`config.mk`:
```
export PLATFORM = sky130hd
export DESIGN_NAME = fetch_sequencer
export DESIGN_NICKNAME = d
export VERILOG_FILES = /design/src/rtl/fetch_sequencer.sv
export SDC_FILE = /design/constraint.sdc
export NUM_CORES = 1
export LEC_CHECK = 0
export BUFFER_PORTS_ARGS = -buffer_cell sky130_fd_sc_hd__buf_2
export CELL_PAD_IN_SITES_DETAIL_PLACEMENT = 0
export CELL_PAD_IN_SITES_GLOBAL_PLACEMENT = 1
export CORE_ASPECT_RATIO = 0.75
export CORE_MARGIN = 10
export CORE_UTILIZATION = 30
export CTS_CLUSTER_DIAMETER = 100
export DETAILED_ROUTE_END_ITERATION = 6
export PLACE_DENSITY_LB_ADDON = 0.1
export SLEW_MARGIN = 20
export SYNTH_ARGS = -nofsm -noshare
export SYNTH_HDL_FRONTEND = slang
export SYNTH_SLANG_ARGS = --single-unit
```
`constraint.sdc`:
```
create_clock -name clk -period 2.9 [get_ports clk]
set_input_delay 0.58 -clock clk [delete_from_list [all_inputs] [get_ports clk]]
set_output_delay 0.58 -clock clk [all_outputs]
set_load 0.02 [all_outputs]
```
`src/rtl/fetch_sequencer.sv`:
```
// Instruction fetch sequencer driving a clear/load/increment PC counter.
// Optional memory-ack timeout enabled by defining FETCH_TIMEOUT_EN.
module fetch_sequencer #(
  parameter logic [31:0] RESET_VECTOR   = 32'h0000_0000,
  parameter int          TIMEOUT_CYCLES = 255
) (
  input  logic        clk,
  input  logic        reset_n,
  input  logic [31:0] pc_q,
  output logic        pc_reset,
  output logic        pc_load,
  output logic        pc_inc,
  output logic [31:0] pc_din,
  output logic        imem_req,
  output logic [31:0] imem_addr,
  input  logic        imem_ack,
  input  logic [31:0] imem_rdata,
  output logic        instr_valid,
  output logic [31:0] instr,
  output logic [31:0] instr_pc,
  input  logic        instr_ready,
  input  logic        br_valid,
  input  logic [31:0] br_target,
  output logic        br_ready,
  input  logic        halt,
  output logic        halted,
  output logic [31:0] fetch_count,
  output logic        fetch_err
);

  typedef enum logic [1:0] {INIT, REQ, VALID, HALTED} state_t;

  if (TIMEOUT_CYCLES < 1) begin : g_bad_timeout
    $error("TIMEOUT_CYCLES must be at least 1");
  end

  state_t      state_q;
  logic        imem_req_q, instr_valid_q, halted_q, fetch_err_q;
  logic [31:0] instr_q, instr_pc_q, fetch_count_q;

`ifdef FETCH_TIMEOUT_EN
  localparam int WW = $clog2(TIMEOUT_CYCLES + 1);
  logic [WW-1:0] wait_q;
`endif

  // Counter control is decoded from the current state so the PC moves on
  // the same edge that the state advances.
  always_comb begin
    pc_load  = 1'b0;
    pc_inc   = 1'b0;
    pc_din   = 32'h0;
    br_ready = 1'b0;
    if (reset_n) begin
      case (state_q)
        INIT: begin
          pc_load = 1'b1;
          pc_din  = RESET_VECTOR;
        end
        REQ: pc_inc = imem_ack;
        VALID, HALTED: begin
          br_ready = 1'b1;
          if (br_valid) begin
            pc_load = 1'b1;
            pc_din  = br_target;
          end
        end
        default: ;
      endcase
    end
  end

  always_ff @(posedge clk) begin
    if (!reset_n) begin
      state_q       <= INIT;
      imem_req_q    <= 1'b0;
      instr_valid_q <= 1'b0;
      halted_q      <= 1'b0;
      fetch_err_q   <= 1'b0;
      instr_q       <= 32'h0;
      instr_pc_q    <= 32'h0;
      fetch_count_q <= 32'h0;
`ifdef FETCH_TIMEOUT_EN
      wait_q        <= '0;
`endif
    end else begin
      case (state_q)
        INIT: begin
          state_q    <= REQ;
          imem_req_q <= 1'b1;
`ifdef FETCH_TIMEOUT_EN
          wait_q     <= '0;
`endif
        end
        REQ: begin
          if (imem_ack) begin
            state_q       <= VALID;
            imem_req_q    <= 1'b0;
            instr_valid_q <= 1'b1;
            instr_q       <= imem_rdata;
            instr_pc_q    <= pc_q;
          end
`ifdef FETCH_TIMEOUT_EN
          else if (wait_q == WW'(TIMEOUT_CYCLES - 1)) begin
            state_q     <= HALTED;
            imem_req_q  <= 1'b0;
            halted_q    <= 1'b1;
            fetch_err_q <= 1'b1;
          end else begin
            wait_q <= wait_q + 1'b1;
          end
`endif
        end
        VALID: begin
          // A redirect discards the held instruction without counting it.
          if (br_valid) begin
            state_q       <= REQ;
            instr_valid_q <= 1'b0;
            imem_req_q    <= 1'b1;
`ifdef FETCH_TIMEOUT_EN
            wait_q        <= '0;
`endif
          end else if (instr_ready) begin
            instr_valid_q <= 1'b0;
            fetch_count_q <= fetch_count_q + 32'd1;
            if (halt) begin
              state_q  <= HALTED;
              halted_q <= 1'b1;
            end else begin
              state_q    <= REQ;
              imem_req_q <= 1'b1;
`ifdef FETCH_TIMEOUT_EN
              wait_q     <= '0;
`endif
            end
          end
        end
        HALTED: begin
          if (br_valid) begin
            state_q    <= REQ;
            halted_q   <= 1'b0;
            imem_req_q <= 1'b1;
`ifdef FETCH_TIMEOUT_EN
            wait_q     <= '0;
`endif
          end
        end
        default: state_q <= INIT;
      endcase
    end
  end

  assign pc_reset    = ~reset_n;
  assign imem_req    = imem_req_q;
  assign imem_addr   = imem_req_q ? pc_q : 32'h0;
  assign instr_valid = instr_valid_q;
  assign instr       = instr_q;
  assign instr_pc    = instr_pc_q;
  assign halted      = halted_q;
  assign fetch_count = fetch_count_q;
  assign fetch_err   = fetch_err_q;

endmodule

```
Yosys cells after proc, flatten, opt, wreduce, memory -nomap -nowiden
Index checks and enable logic that the tools add are counted.
W data, S select, Z words.
Word-level totals
  output and inout bits: 168
  logic and storage cells: 62
  bits of input ports: 102
  register bits: 101
Operators by class
  reductions and logical operators: 10
  $add $sub $neg: 1
  bitwise gates (word level): 2
  multiplexer cells: 32
  equal/unequal tests: 10
Operators by type and width (number)
  $mux W32: 4
  $add A32 B1 Y32 const B: 1
  $mux W1: 18
  $mux W2: 5
  $ne A2 B2 Y1 const B: 5
  $reduce_and A3 Y1: 3
  $pmux W2 S4: 1
  $ne A3 B3 Y1 const B: 2
  $pmux W1 S2: 3
  $reduce_and A5 Y1: 1
  $eq A2 B2 Y1 const B: 2
  $pmux W1 S4: 1
  $reduce_and A4 Y1: 1
  $reduce_bool A2 Y1: 2
  $eq A2 B1 Y1 const B: 1
  $logic_not A2 Y1: 1
  $not A1 Y1: 2
  $reduce_and A2 Y1: 1
  $reduce_or A2 Y1: 1

Depth between registers and ports, before layout
  depth in word-level cells: 4
  gate-level depth with buffers: 8
  gate-level depth less buffers: 6

Worst setup path after synthesis
Ideal clock, no wire load.
  kind: register to register
  start: register fetch_count_q[0], in the netlist fetch_count[0]
  end: register fetch_count_q[30], in the netlist fetch_count[30]
  setup slack: 691 ps
  data arrival time: 2139 ps
  buffers on the path: 2
  library setup time: 70 ps
  cell stages (with the launch flop): 8
  clock period less this slack: 2209 ps
  required time: 2830 ps
  cell sequence: dfxtp_1 ha_1 clkbuf_1 nand3_1 or4_1 buf_2 or4_1 a21oi_1
Between the ends
  cells in the longest elaborated chain, start to end: 1
Ends and longest elaborated chain
  start: declaration: line 39  | logic [31:0] instr_q, instr_pc_q, fetch_count_q;
  start signal: assignment: line 124  | fetch_count_q <= fetch_count_q + 32'd1;
  $add A32 B1 Y32: line 124
No other way between the ends.
A chain may end at the register's enable or synchronous reset.

Final worst setup path
  start: register state_q[1]
  end: register fetch_count_q[31], in the netlist fetch_count[31]
Between the ends
  cells in the longest elaborated chain, start to end: 2
Ends and longest elaborated chain
  start: declaration: line 37  | state_t state_q;
  start signal: assignment: line 74  | state_q <= INIT;
  start signal: assignment: line 88  | state_q <= REQ;
  start signal: assignment: line 96  | state_q <= VALID;
  $eq A2 B2 Y1: line 86  | case (state_q)
  $reduce_and A3 Y1 (no source line)
No other way between the ends.

==> results.json <==
{
  "status": "finished, final reports clean",
  "start_util_pct": 31.0,
  "synth_top_family_by_area": "simple AND/OR/NAND/NOR gates",
  "dr.pass1.iters": 4,
  "syn_area_sq_um": 4540,
  "routed_via_density": 4.70,
  "leakage_uw": 0.00311,
  "startpoint_type": "flip-flop",
  "ys_top_cells_by_area": "dfxtp_1 (45%), nand2_1 (11%), a21oi_1 (9.6%)",
  "hold_path_class": "flip-flop to flip-flop",
  "cpMostUsedCell": "or4_1",
  "finalCriticalPeriod_ns": 2.46,
  "dieArea_sq_um": 20500,
  "path_clk_slew_ns": 0.07,
  "dpl_worst_slack_ns": 0.405,
  "die_w_um": 162,
  "required_ns": 3.18,
  "synthMuxAreaShare_pct": 0.441,
  "stdcell_count": 1027,
  "hold_buffers": 0,
  "clock-sinks": 101,
  "avgSynthCellArea_sq_um": 7.89,
  "rsz0062_at_grt": "false",
  "gp_congestion": 0.807,
  "yosys_most_used_dff": "dfxtp_1",
  "dp_hpwl_um": 13200,
  "synth-seq-cells": 101,
  "rows": 38,
  "areaGrowthSynthToFinish_pct": 39.0,
  "drc_errors": 0,
  "drv_slew": 0,
  "clock_latency_ns": 0.35,
  "crit_type": "flip-flop to flip-flop",
  "grt_pass1_wl_um": 25700,
  "grt_util_all_layers_pct": 15.5,
  "synth-edff-count": 0,
  "drtIter0Drc": 241,
  "root_buffer": "clkbuf_16",
  "syn_inst": 575,
  "peakVddDrop_uv": 270,
  "synth_xor_area_share_pct": 1.93,
  "grt-ovfl-total": 0,
  "cp_cell_sequence": "ha_1 -> nand4b_4 -> or4_1 -> or4_1 -> a21oi_1",
  "num_antenna_cells": 0,
  "hold_viol": 0,
  "cp-end-kind": "flip-flop",
  "synth_top_area_share_pct": 44.5,
  "place_area_sq_um": 6020,
  "io_pins": 270,
  "layout-drive-gt1-share_pct": 37.6,
  "die_y_um": 127,
  "io_buffers": 268,
  "p_total_uw": 3180,
  "wl_per_cell_um": 16.4,
  "crit_path_top_delay_cell": "or4_1",
  "core_area_sq_um": 14600,
  "finalCritPeriodShare_pct": 84.8,
  "cts_setup_buffers": 0,
  "cp.arrival_ns": 2.73,
  "yosysWarningCount": 0,
  "vias": 4831,
  "ctsLongestPathBuffers": 2,
  "syn_nets": 682,
  "finalClockSkew_ns": 0.0126,
  "place_inst": 1011,
  "ys_seq_area_share_pct": 44.5,
  "setup_viol_count_final": 0,
  "nets": 929,
  "synth.top_cells.by_count": "nand2_1 (139), dfxtp_1 (101), a21oi_1 (87)",
  "setup_slack_ns": 0.442,
  "relSlewSlack_pct": 52.9,
  "worst_pin_slew_ns": 0.706,
  "ctsResizeCount": 0,
  "cts_max_level": 3,
  "async_reset_ff_share_pct": 0,
  "cp_max_fo": 18,
  "synth_compound_area_share_pct": 14.3,
  "wirelength_um": 16800,
  "synthSimpleGateAreaFrac_pct": 31.9,
  "p_per_area_nw_per_um2": 504,
  "tns_ns": 0,
  "synthMostInstantiatedCell": "nand2_1",
  "fmax_mhz": 407,
  "ant_nets": 0,
  "antenna_found_initial": 0,
  "synthAdderAreaFrac_pct": 1.38,
  "grt_max_degree": 65,
  "final_area_sq_um": 6310,
  "cp_slowest_stage_delay_ns": 0.78,
  "cts_tree": "done",
  "ys_types": 47,
  "numCtsBuffers": 9,
  "maxCapViolCount": 0,
  "grt_pass1_vias": 4634,
  "synth.largest_area_cell": "dfxtp_1"
}
==> path summary, 6_finish.rpt <==
kind         depth (start not counted)               to  slack, ns         from
max                                  5  fetch_count[31]       0.44   state_q[1]
min                                  2      instr_pc[4]       0.45  instr_pc[4]
max reg2reg                          5  fetch_count[31]       0.44   state_q[1]
min reg2reg                          2      instr_pc[4]       0.45  instr_pc[4]
==> cells in the final DEF, fill, tap and decap left out, types with 5 or more instances in the layout <==
master	Yosys	layout
o21ai_0	12	12
nor2_1	18	18
nand2_1	139	138
nand3_1	8	8
ha_1	5	5
xnor2_1	7	7
o31ai_1	7	7
dfxtp_1	101	101
and2_1	33	32
nand4_1	9	9
inv_1	12	11
a21oi_1	87	87
buf_4	1	9
buf_2	3	268
nor4_1	5	5
or4_1	8	8
or3_1	7	7
clkbuf_16	0	9
and3_1	32	32
==> logic make-up (layout without fill, tap and decap cells) <==
logic type | count (synthesis) | count (layout)
AND/OR/NAND/NOR | 284 | 284
AO/OA/AOI/OAI | 118 | 118
flip-flops | 101 | 101
buffers and inverters | 54 | 306
XOR/XNOR | 10 | 10
adder cells (fa/ha/maj) | 5 | 5
multiplexers | 2 | 2
other | 1 | 1
==> metrics by stage <==
stage / hold WS [ns] / utilization (%)
global placement: 0.438 / 41.1
floorplan: 0.500 / -
finish: 0.451 / 43.1
CTS: 0.444 / 43.1
global route: 0.447 / 43.1
detailed placement: 0.444 / 41.1
==> routing by layer <==
layer	routed length [um]	vias to the layer above	GRT usage, %
li1	-	2445	-
met1	6880	2195	17.0
met2	8230	183	27.0
met3	1600	8	7.14
met4	110	0	3.04
met5	0	-	0
==> layout make-up <==
cell class	count	area (sq um)
Fill cell	1534	8330
Multi-Input combinational cell	420	2270
Sequential cell	101	2020
Timing Repair Buffer	278	1430
Tap cell	200	250
Clock buffer	10	239
Clock inverter	6	51.3
Inverter	12	45.0
==> report_power, final <==
| part | switching (uW) | internal [uW] |
|---|---|---|
| clock | 563 | 622 |
| sequential | 25.9 | 1440 |
| combinational | 343 | 190 |
| total | 932 | 2250 |
==> critical path: cells and delay by family (launching register included) <==
kind / cells / cell delay, ns
compound gates: 1 / 0.14
simple gates: 3 / 1.51
flops: 1 / 0.43
fa+ha+maj: 1 / 0.31
==> sequential cells by signal, summed over array words and instances, names as in the netlist <==
signal       cells
fetch_count     32
imem_req         1
instr_pc        32
instr           32
state_q          2
instr_valid      1
halted           1
No activity file was read; power rests on OpenSTA's default activity.
